<file path="config.mk">
export PLATFORM = sky130hd
export DESIGN_NAME = spectrum_peak_detect
export DESIGN_NICKNAME = d
export VERILOG_FILES = /design/src/rtl/spectrum_peak_detect.sv
export SDC_FILE = /design/constraint.sdc
export NUM_CORES = 1
export LEC_CHECK = 0
export BUFFER_PORTS_ARGS = -buffer_cell sky130_fd_sc_hd__buf_2
export CORE_ASPECT_RATIO = 1.25
export CORE_MARGIN = 3
export CORE_UTILIZATION = 60
export DETAILED_ROUTE_END_ITERATION = 6
export GPL_TIMING_DRIVEN = 0
export PLACE_DENSITY = 0.85
export SYNTH_ARGS = -nofsm -noshare
export SYNTH_HDL_FRONTEND = slang
export SYNTH_SLANG_ARGS = --single-unit
</file>
<file path="constraint.sdc">
create_clock -name clk -period 5.15 [get_ports clk]
set_clock_uncertainty 0.05 [all_clocks]
set_input_delay 0.7725 -clock clk [delete_from_list [all_inputs] [get_ports clk]]
set_output_delay 0.7725 -clock clk [all_outputs]
set_load 0.02 [all_outputs]
</file>
<file path="src/rtl/spectrum_peak_detect.sv">
// spectrum_peak_detect: per-window peak search and threshold count over an
// FFT magnitude-squared stream, with a held result and ready/valid output.
module spectrum_peak_detect #(
    parameter int unsigned SIZE    = 64,
    parameter int unsigned BIN_W   = 6,
    parameter bit          SKIP_DC = 1'b1
) (
    input  logic             clk,
    input  logic             rst,
    input  logic             in_valid,
    input  logic             in_first,
    input  logic [31:0]      in_data,
    input  logic [31:0]      threshold,
    output logic             out_valid,
    input  logic             out_ready,
    output logic [BIN_W-1:0] peak_bin,
    output logic [31:0]      peak_value,
    output logic [BIN_W:0]   over_count,
    output logic             frame_err,
    output logic             overrun
);

    localparam int unsigned          CNT_W    = BIN_W + 1;
    localparam int unsigned          KEY_W    = 31;
    localparam logic [CNT_W-1:0]     LAST_BIN = CNT_W'(SIZE - 1);

    typedef enum logic {
        IDLE    = 1'b0,
        COLLECT = 1'b1
    } state_t;

    state_t             state;
    logic [CNT_W-1:0]   bin_cnt;
    logic [KEY_W-1:0]   run_max;
    logic [BIN_W-1:0]   run_bin;
    logic [CNT_W-1:0]   run_cnt;
    logic [KEY_W-1:0]   thr;

    logic [KEY_W-1:0]   cand_c;
    logic [KEY_W-1:0]   thr_in_c;
    logic               start_c;
    logic               beat_c;
    logic               last_c;
    logic [KEY_W-1:0]   first_max_c;
    logic [CNT_W-1:0]   first_cnt_c;
    logic [KEY_W-1:0]   nxt_max_c;
    logic [BIN_W-1:0]   nxt_bin_c;
    logic [CNT_W-1:0]   nxt_cnt_c;

    // Non-negative floats order like unsigned ints; negatives and NaN map to +0.
    function automatic logic [KEY_W-1:0] to_key(input logic [31:0] x);
        logic is_nan;
        is_nan = (x[30:23] == 8'hFF) && (x[22:0] != 23'd0);
        return (x[31] || is_nan) ? KEY_W'(0) : x[30:0];
    endfunction

    // Beat classification and running peak/count update for the current sample.
    always_comb begin
        cand_c      = to_key(in_data);
        thr_in_c    = to_key(threshold);
        start_c     = in_valid && in_first;
        beat_c      = in_valid && !in_first && (state == COLLECT);
        last_c      = beat_c && (bin_cnt == LAST_BIN);
        first_max_c = cand_c;
        first_cnt_c = CNT_W'(cand_c > thr_in_c);
        if (SKIP_DC) begin
            first_max_c = KEY_W'(0);
            first_cnt_c = CNT_W'(0);
        end
        nxt_max_c = run_max;
        nxt_bin_c = run_bin;
        if (cand_c > run_max) begin
            nxt_max_c = cand_c;
            nxt_bin_c = bin_cnt[BIN_W-1:0];
        end
        nxt_cnt_c = run_cnt + CNT_W'(cand_c > thr);
    end

    // Window FSM, running registers, held result and sticky status flags.
    always_ff @(posedge clk or negedge rst) begin
        if (!rst) begin
            state      <= IDLE;
            bin_cnt    <= '0;
            run_max    <= '0;
            run_bin    <= '0;
            run_cnt    <= '0;
            thr        <= '0;
            out_valid  <= 1'b0;
            peak_bin   <= '0;
            peak_value <= '0;
            over_count <= '0;
            frame_err  <= 1'b0;
            overrun    <= 1'b0;
        end else begin
            if (last_c) begin
                peak_bin   <= nxt_bin_c;
                peak_value <= {1'b0, nxt_max_c};
                over_count <= nxt_cnt_c;
                out_valid  <= 1'b1;
                if (out_valid && !out_ready) begin
                    overrun <= 1'b1;
                end
            end else if (out_valid && out_ready) begin
                out_valid <= 1'b0;
            end

            if (start_c) begin
                if (state == COLLECT) begin
                    frame_err <= 1'b1;
                end
                state   <= COLLECT;
                bin_cnt <= CNT_W'(1);
                run_max <= first_max_c;
                run_bin <= '0;
                run_cnt <= first_cnt_c;
                thr     <= thr_in_c;
            end else if (beat_c) begin
                run_max <= nxt_max_c;
                run_bin <= nxt_bin_c;
                run_cnt <= nxt_cnt_c;
                if (last_c) begin
                    state   <= IDLE;
                    bin_cnt <= '0;
                end else begin
                    bin_cnt <= bin_cnt + CNT_W'(1);
                end
            end
        end
    end

endmodule

</file>
==> results of run 1 <==
==> how the worst max path moves through the flow <==
stage                     start             to  depth (start not counted)
floorplan           in_data[25]     run_cnt[6]                         19
global placement    in_data[25]     run_cnt[6]                         21
detailed placement  in_data[28]     run_cnt[6]                         21
CTS                 in_data[28]     run_cnt[6]                         21
global route        in_data[20]  peak_value[7]                         16
finish              in_data[20]     run_cnt[6]                         21
==> power groups by stage <==
stage / Sequential, W / Clock [W] / Combinational (W)
finish: 0.00111 / 0.00140 / 0.000497
global route: 0.00112 / 0.00144 / 0.000555
CTS: 0.00111 / 0.00140 / 0.000489
detailed placement: 0.00113 / 0 / 0.000479
global placement: 0.00112 / 0 / 0.000463
floorplan: 0.00112 / 0 / 0.000321
==> registers in the layout, indices dropped and copies added, names as in the netlist, 6 cells and up <==
name        flops
bin_cnt         7
over_count      7
peak_bin        6
peak_value     31
run_bin         6
run_cnt         7
run_max        31
thr            31
==> synth_stat cells (all sizes together) (7+ instances only) <==
master / instances / share of area [%]
and3: 7 / 0.59
a31oi: 25 / 2.1
clkbuf: 19 / 0.97
nand4: 17 / 1.4
nor4: 12 / 1.0
ha: 57 / 9.7
xnor2: 9 / 1.1
a21oi: 35 / 2.6
a22o: 44 / 5.2
nand2: 123 / 6.3
and2: 26 / 2.2
nor2: 44 / 2.3
inv: 62 / 3.2
buf: 13 / 1.3
a21o: 7 / 0.71
dfrtp: 130 / 44
nor3: 10 / 0.68
nand3: 7 / 0.48
o21ai: 67 / 5.0
==> worst max-delay path: stages <==
cell       delay [ns]
buf_2            0.10
nor4_1           0.41
nand4_1          0.24
o21ai_1          0.27
clkbuf_2         0.25
and2_1           0.29
ha_1             0.20
nand4_1          0.14
nor2_1           0.23
nand3_1          0.15
nor3_2           0.24
nand2_1          0.09
o21bai_1         0.16
a2bb2oi_1        0.30
ha_1             0.23
ha_1             0.21
and3_1           0.27
and3_1           0.24
o21ai_0          0.09
nand2_1          0.09
o21ai_0          0.08
==> cell type report <==
cell class	count	area (µm²)	area share, %
Buffer	32	165	1.86
Clock inverter	12	226	2.55
Timing Repair Buffer	116	609	6.87
Tap cell	161	201	2.27
Inverter	62	233	2.62
Clock buffer	20	457	5.15
Multi-Input combinational cell	567	3730	42.0
Sequential cell	130	3250	36.7
==> per-stage QoR <==
stage	setup slack (ns)	total power, W
floorplan	0.908	0.00144
detailed placement	-0.263	0.00161
global route	0.0191	0.00311
CTS	0.0387	0.00300
finish	0.321	0.00301
global placement	-0.163	0.00159
==> cell families (layout without fill, tap and decap cells) <==
logic type	Yosys count	count (layout)	synth area share, %
compound gates	219	219	20.7
xor+xnor	13	13	1.55
fa+ha+maj	60	60	10.1
buf+inv	94	242	5.38
flops	130	130	44.2
mux	6	6	0.815
other cells	1	1	0.0509
simple gates	268	268	17.3
==> cell usage in the layout (no fill, tap or decap), types with 9 or more instances in the layout <==
| cell type | instances |
|---|---|
| a22o_1 | 44 |
| a21oi_1 | 33 |
| nor4_1 | 12 |
| clkbuf_16 | 17 |
| a31oi_1 | 25 |
| inv_1 | 62 |
| nor3_1 | 9 |
| nand2_1 | 123 |
| and2_1 | 26 |
| clkbuf_1 | 19 |
| nor2_1 | 43 |
| nand4_1 | 17 |
| dfrtp_1 | 130 |
| xnor2_1 | 9 |
| o21ai_0 | 62 |
| buf_2 | 119 |
| ha_1 | 57 |
==> timing repair <==
item                                    in CTS  in global routing
endpoints found under the hold margin        0                  0
resized for setup                            0                  6
endpoints found under the setup margin       0                 64
==> metal layers <==
layer  wire, µm  vias up
li1           -     3103
met1       7970     3209
met2       9760      312
met3       1420       68
met4        656        0
met5          0        -
==> results by group, run 1 <==
CTS
  – Worst-skew pair later-pin latency: 0.42 ns
  – # Post-CTS Setup Buffers: 0
  – CTS buffer count: 17
  – Clk root buf: clkbuf_16
  – TritonCTS clock tree: built
  – Htree depth: 4
  – Clock Path Buffers: 2
  – Hold-fix buffers, CTS: 0
  – # clock sinks: 130
  – CTS clk-pin slew, worst paths: 0.06 ns

Pwr
  – Switching share of power: between 20% and 30%
  – Int Power: between 0.002 and 0.0025 W
  – Sequential share of power: 37.0%
  – Gate power share: 16.5%
  – PD cells: approximately 340 nW/µm²
  – Leak: between 4 and 5 nW
  – Peak VDD IR: ~0.00021 V
  – Clock power share: 46.5%
  – Switch Pwr: about 0.0008 W

Placed design
  – Detail Placement HPWL: 14600 µm
  – Port bufs: roughly 120
  – Final Wtd Congestion: a little under 1
  – Placed cells: between 1000 and 1500
  – Area after DPL: about 8000 µm²

GRT
  – Via count of the first global-routing pass: between 6000 and 7000
  – Most Crowded Layer GR: met2
  – GR Util met2: 52.7%
  – GRT met1 Usage: 37.0%
  – GRT Total Usage: 30.3%
  – Global-route wire length before repair: about 32000 µm
  – Largest net degree at the start of global routing: 68
  – Grt total ovfl: 0
  – GR Util met3: under 10%
  – Initial antenna violation count: 0

Synthesis
  – Gate count of the mapped netlist: 791
  – Mapped cell area: around 7400 µm²
  – Async SR Flop Fraction: 100%
  – Synth cell types: 63
  – Number of synthesized flops with an enable pin: 0
  – Syn avg cell area: around 9.3 µm²
  – Part of the Yosys area used for sequential elements: between 40 and 50%
  – Yosys reg bits: 130
  – Net Count, Synth: between 900 and 1000
  – Yosys warning count: 0
  – Ys flop type: dfrtp_1

Critical path
  – Worst setup EP type: flop
  – Crit-path max FO: 10
  – Flop2flop setup slack: roughly 1.7 ns
  – Crit path DAT: 5.08 ns
  – Register-to-Register Path Depth: 11
  – Startpoint Class: input pin
  – Crit Path Category: input pin to flop
  – Reg-to-reg endpoint: run_max[13]
  – Critical Path RT: 5.40 ns
  – Reg2Reg Launch Point: run_max[30]

Routing
  – WL/cell: between 15 and 20 µm
  – DRT Wirelength: slightly below 20000 µm
  – DR DRC count: 0
  – Initial DRT Pass Iterations: 5
  – Vias: 6692
  – Detail Route Antenna Nets: 0
  – Vias/cell: just over 6
  – First-iteration detailed-routing DRC count: slightly below 600

STA
  – Rel. slew slack: 52.9%
  – FMAX: 207 MHz
  – Hold Slack: around 0.27 ns
  – Setup TNS: 0 ns
  – Final hold vios: 0
  – Finish-stage setup viols: 0
  – Final Critical Period: between 4 and 5 ns
  – Worst Tran Pin Value: roughly 0.7 ns
  – Unrepaired setup endpoints after global routing: false
  – Period Utilization, post-route: 93.8%
  – Final Max Tran Viols: 0

Floorplanning
  – DIE WIDTH: around 110 µm
  – Die ar.: ~14000 µm²
  – Core Box Area: between 10000 and 15000 µm²
  – IO Count: approximately 120
  – Die H: ~130 µm
  – Effective utilization at floorplan: between 60% and 70%
  – Row count: 44

Final layout
  – Layout cells sized above 1: 19.2%
  – Final Instance Area: a little under 9000 µm²
  – Area growth from synthesis to layout: 20.4%
  – Post-Layout Cell Count: between 1000 and 1500
  – Nets: 1052
  – Final core utilization: 75.3%
  – Antenna cells: 0
  – Fill cell count: between 800 and 900

Worst hold path
  – Hold Path Class: input pin to async pin

Run status
  – Status: complete, no violations

Run
  – Max Cap Viol: 0
Note: power is estimated with default switching activity, not from simulation.
==> inputs of run 2 (changes only) <==
- ABC_AREA: unset -> 1
- PLACE_DENSITY: 0.85 -> 0.84
==> results by group, run 2 <==
Run status
  – Status: complete, no violations

Final layout
  – Layout cells sized above 1: between 15 and 20%
  – Antenna cells: 0
  – Most frequent cells in the layout: nand2_1 (293), inv_1 (133), dfrtp_1 (130)
  – Nets: approximately 1300
  – Biggest regs: peak_value (31), run_max (31), thr (31)
  – Commonest non-fill, non-tap cell in the layout: nand2_1
  – Final core utilization: 72.5%
  – Area growth from synthesis to layout: 17.3%

Pwr
  – Int Power: 0.00210 W
  – Peak VDD IR: 0.000213 V
  – Switching share of power: around a third
  – Switch Pwr: about 0.0011 W
  – Final Power: about 0.0032 W
  – Sequential share of power: between 30% and 40%
  – Clock power share: 35.2%
  – Gate power share: between 20 and 30%
  – PD cells: 347 nW/µm²
  – Leak: roughly 5.2 nW

Routing
  – Vias/cell: approximately 5.6
  – Wire length on met3: between 1000 and 1500 µm
  – Metal2 WL: approximately 11000 µm
  – Highest metal used: met4
  – First-iteration detailed-routing DRC count: 678
  – Detail Route Antenna Nets: 0
  – DRT Wirelength: around 21000 µm
  – Initial DRT Pass Iterations: 5
  – DR DRC count: 0
  – WL/cell: about 16 µm
  – Wire length on met1: 8430 µm
  – Vias: 7471

Synthesis
  – Yosys warning count: 0
  – Post-synth top area share: around two fifths
  – Synth Area in Compound Gates: approximately 6.4%
  – Post-synthesis xor/xnor area fraction: less than 1%
  – Dominant cell type by area after synthesis: dfrtp_1
  – Mapped cell area: between 7000 and 8000 µm²
  – Synth cell types: 41
  – Yosys reg bits: between 100 and 150
  – Area share of fa/ha/maj cells after synthesis: approximately 9%
  – Simple-gate share of the synthesized area: about a third
  – Synth top area cells: dfrtp_1 (41%), nand2_1 (14%), ha_1 (9.0%)
  – Ys flop type: dfrtp_1
  – Dominant combinational cell family by area after synthesis: simple AND/OR/NAND/NOR gates
  – Syn avg cell area: between 7 and 8 µm²
  – Mux cell area share after synthesis: 0%
  – Net Count, Synth: 1141
  – Synth cell count leaders: nand2_1 (293), inv_1 (133), dfrtp_1 (130)
  – Most frequent cell after synthesis: nand2_1
  – Part of the Yosys area used for sequential elements: between 40 and 50%
  – Async SR Flop Fraction: between 90% and 100%
  – Number of synthesized flops with an enable pin: 0
  – Gate count of the mapped netlist: 1015

STA
  – Period Utilization, post-route: between 90 and 100%
  – Rel. slew slack: 60.1%
  – Final Max Tran Viols: 0
  – Setup TNS: 0 ns
  – Final Critical Period: approximately 4.7 ns
  – Final Worst Setup Slack: between 0.4 and 0.5 ns
  – FMAX: ~210 MHz
  – Unrepaired setup endpoints after global routing: false
  – Final hold vios: 0
  – Worst Tran Pin Value: 0.596 ns
  – Finish-stage setup viols: 0

Floorplanning
  – Core Box Area: roughly 13000 µm²
  – IO Count: approximately 120
  – Die H: roughly 130 µm
  – Row count: 46
  – DIE WIDTH: approximately 110 µm
  – Effective utilization at floorplan: 61.8%
  – Die ar.: 14600 µm²

CTS
  – Resize count post-CTS: 0
  – Clk root buf: clkbuf_16
  – TritonCTS clock tree: built
  – Hold-fix buffers, CTS: 0
  – Clock Path Buffers: 2
  – CTS clk-pin slew, worst paths: 0.06 ns
  – CTS buffer count: 17
  – # clock sinks: 130
  – # Post-CTS Setup Buffers: 0
  – Htree depth: 4
  – Worst-skew pair later-pin latency: 0.42 ns

Critical path
  – Slowest cell on crit path: buf_1
  – Worst setup EP type: flop
  – Critical Path RT: between 5 and 6 ns
  – Startpoint Class: input pin
  – Flop2flop setup slack: roughly 2.1 ns
  – Crit path buf inv count: 6
  – Largest stage delay on the critical path: 0.47 ns
  – Crit-path max FO: 10
  – Top Family by Delay on Critical Path: simple AND/OR/NAND/NOR gates
  – Crit Path Category: input pin to flop
  – Most used cell, CP: nand2_1
  – Crit path DAT: around 5 ns

GRT
  – Largest net degree at the start of global routing: 89
  – Via count of the first global-routing pass: approximately 7400
  – Initial antenna violation count: 0
  – GRT Total Usage: 29.9%
  – Grt total ovfl: 0
  – Global-route wire length before repair: 34400 µm

Placed design
  – Worst slack, placed: 0.188 ns
  – Port bufs: approximately 120
  – Detail Placement HPWL: between 15000 and 20000 µm
  – Final Wtd Congestion: around 0.95

Run
  – Max Cap Viol: 0

Worst hold path
  – Hold Path Class: input pin to async pin
run 2: changes by cell type in the layout (fill, tap and decap cells not counted), sizes merged, moves of 6 or more:
cell    before  now
a21oi       35   25
nand3        7  163
buf        129  142
and3         7    0
o221a        6    0
o21ai       67   51
and2        26    0
nand2      123  299
a31oi       25    3
inv         64  138
a22o        44    0
mux2i        6    0
bufinv       6    0
xnor2        9    1
run 2: path summary, 6_finish.rpt:
kind | from | endpoint | cells past startpoint
max in group asynchronous | rst | run_max[14] | 2
worst min-delay path | rst | run_max[23] | 1
worst max register to register | thr[24] | over_count[6] | 15
worst min register to register | peak_bin[5] | peak_bin[5] | 2
min in group clk | peak_bin[5] | peak_bin[5] | 2
worst max-delay path | in_data[20] | over_count[6] | 26
run 2: cells by family (layout without fill, tap and decap cells):
group | count (synthesis) | in the layout
buf+inv | 177 | 324
compound gates | 94 | 94
fa+ha+maj | 57 | 57
other cells | 1 | 1
simple gates | 550 | 550
flops | 130 | 130
xor+xnor | 6 | 6
run 2: power by group through the flow:
stage | clock, W | combinational, W | sequential, W
6_report | 0.00114 | 0.000930 | 0.00116
3_3_place_gp | 0 | 0.000865 | 0.00117
5_1_grt | 0.00118 | 0.00104 | 0.00117
4_1_cts | 0.00114 | 0.000917 | 0.00116
3_5_place_dp | 0 | 0.000903 | 0.00118
2_1_floorplan | 0 | 0.000665 | 0.00117
run 2: area by class of cell:
cell class	instances	area, µm²
Multi-Input combinational cell	708	3880
Fill cell	1003	3520
Sequential cell	130	3250
Timing Repair Buffer	116	609
Inverter	136	510
Clock buffer	21	480
Buffer	41	292
Tap cell	168	210
Clock inverter	10	76.3
run 2: layer usage:
| metal | vias up | global-route usage (%) |
|---|---|---|
| met4 | 0 | 14.0 |
| li1 | 3588 | - |
| met3 | 65 | 5.12 |
| met2 | 313 | 51.3 |
| met5 | - | 0 |
| met1 | 3505 | 36.4 |
run 2: through the flow:
stage                     hold WS [ns]  area [µm²]  instances
final                            0.225        9310       1330
after global routing             0.245        9310       1330
after CTS                        0.234        9310       1330
after detailed placement         0.410        8750       1299
after global placement           0.404        8720       1298
after floorplan                  0.399        7940       1015
==> inputs of run 3 (changes only) <==
- CORE_MARGIN: 3 -> 2
==> results by group, run 3 (same netlist as run 2, synthesis figures left out) <==
STA
  – Hold Slack: roughly 0.25 ns
  – Worst Tran Pin Value: 0.603 ns
  – Final hold vios: 0
  – FMAX: 215 MHz
  – Unrepaired setup endpoints after global routing: false
  – Final Critical Period: about 4.7 ns
  – Setup TNS: 0 ns
  – Finish-stage setup viols: 0
  – Rel. slew slack: between 50% and 60%
  – Period Utilization, post-route: between 90 and 100%
  – Final Max Tran Viols: 0

Routing
  – DRT Wirelength: roughly 21000 µm
  – DR DRC count: 0
  – Vias/cell: roughly 5.6
  – Vias: roughly 7400
  – WL/cell: about 16 µm
  – First-iteration detailed-routing DRC count: between 600 and 700
  – Initial DRT Pass Iterations: 5
  – Detail Route Antenna Nets: 0

Critical path
  – Critical Path RT: 5.45 ns
  – Worst setup EP type: flop
  – Crit Path Category: input pin to flop
  – Crit path DAT: around 5.0 ns
  – Slowest cell on crit path: buf_1
  – Crit-path max FO: 10
  – Top Family by Delay on Critical Path: simple AND/OR/NAND/NOR gates
  – Largest stage delay on the critical path: a little under 0.5 ns
  – Most used cell, CP: nand2_1
  – Startpoint Class: input pin
  – Crit path buf inv count: 6

Run
  – Max Cap Viol: 0

Pwr
  – Final Power: between 0.003 and 0.004 W
  – PD cells: 349 nW/µm²
  – Leak: between 5 and 6 nW
  – Peak VDD IR: between 0.00015 and 0.0002 V

Floorplanning
  – DIE WIDTH: between 100 and 150 µm
  – Effective utilization at floorplan: ~60%
  – IO Count: about 120
  – Die H: around 130 µm
  – Row count: 47
  – Core Box Area: 13100 µm²
  – Die ar.: around 14000 µm²

CTS
  – Clock Path Buffers: 2
  – Hold-fix buffers, CTS: 0
  – TritonCTS clock tree: built
  – Htree depth: 4
  – CTS buffer count: 17
  – Worst-skew pair later-pin latency: approximately 0.43 ns
  – CTS clk-pin slew, worst paths: approximately 0.06 ns
  – Clk root buf: clkbuf_16
  – # Post-CTS Setup Buffers: 0
  – # clock sinks: 130
  – Resize count post-CTS: 0

Placed design
  – Final Wtd Congestion: 0.939
  – Detail Placement HPWL: around 16000 µm
  – Port bufs: ~120

Worst hold path
  – Hold Path Class: input pin to async pin

Final layout
  – Fill cell count: approximately 1000
  – Most frequent cells in the layout: nand2_1 (293), inv_1 (133), dfrtp_1 (130)
  – Biggest regs: peak_value (31), run_max (31), thr (31)
  – Nets: approximately 1300
  – Commonest non-fill, non-tap cell in the layout: nand2_1
  – Layout cells sized above 1: a little under 20%
  – Area growth from synthesis to layout: 17.5%
  – Antenna cells: 0

GRT
  – Via count of the first global-routing pass: approximately 7300
  – Initial antenna violation count: 0
  – Global-route wire length before repair: ~34000 µm
  – GRT Total Usage: between 30% and 40%
  – Grt total ovfl: 0
  – Largest net degree at the start of global routing: 77

Run status
  – Status: complete, no violations
==> run 3: final cells by class <==
class | instances | area (µm²) | share of cell area, %
Buffer | 41 | 292 | 3.13
Clock buffer | 19 | 433 | 4.64
Clock inverter | 13 | 130 | 1.40
Inverter | 136 | 510 | 5.48
Multi-Input combinational cell | 708 | 3880 | 41.6
Sequential cell | 130 | 3250 | 34.9
Tap cell | 171 | 214 | 2.30
Timing Repair Buffer | 116 | 609 | 6.54
==> run 3: through the flow <==
stage | setup slack, ns | cell area (µm²) | cells | utilization, %
2_1_floorplan | 1.28 | 7940 | 1015 | -
3_3_place_gp | 0.300 | 8720 | 1301 | 66.8
3_5_place_dp | 0.134 | 8760 | 1302 | 67.1
4_1_cts | 0.545 | 9320 | 1334 | 71.4
5_1_grt | 0.0105 | 9320 | 1334 | 71.4
6_report | 0.496 | 9320 | 1334 | 71.4
==> run 3: routing by layer <==
| metal | global-route usage, % | part of all wire [%] |
|---|---|---|
| met2 | 52.3 | 50 |
| met4 | 17.5 | 4.9 |
| met3 | 5.22 | 5.7 |
| met5 | 0 | 0 |
| met1 | 37.3 | 40 |
==> run 3: final timing paths <==
kind	slack [ns]	startpoint	depth (start not counted)	end
setup / recovery	0.50	in_data[15]	27	over_count[6]
hold / removal	0.25	rst	1	thr[25]
setup reg to reg	2.07	thr[2]	22	over_count[6]
hold reg to reg	0.42	peak_value[21]	2	peak_value[21]
max in group asynchronous	4.05	rst	2	run_max[18]
min in group clk	0.42	peak_value[21]	2	peak_value[21]
==> run 3: where the power goes <==
group	internal (W)	leakage (nW)	switching (W)
Combinational	0.000323	3.20	0.000601
Sequential	0.00111	1.75	0.0000486
Clock	0.000671	0.261	0.000500
==> run 3: worst reg2reg max path: cells and delay by family, from the launching register on <==
family / cells / cell delay [ns]
xor gates and xnor gates: 1 / 0.12
and+or+nand+nor: 13 / 1.02
buffers and inverters: 2 / 0.13
AOI/OAI and AO/OA: 3 / 0.56
adders and majority gates: 3 / 0.80
DFF: 1 / 0.32
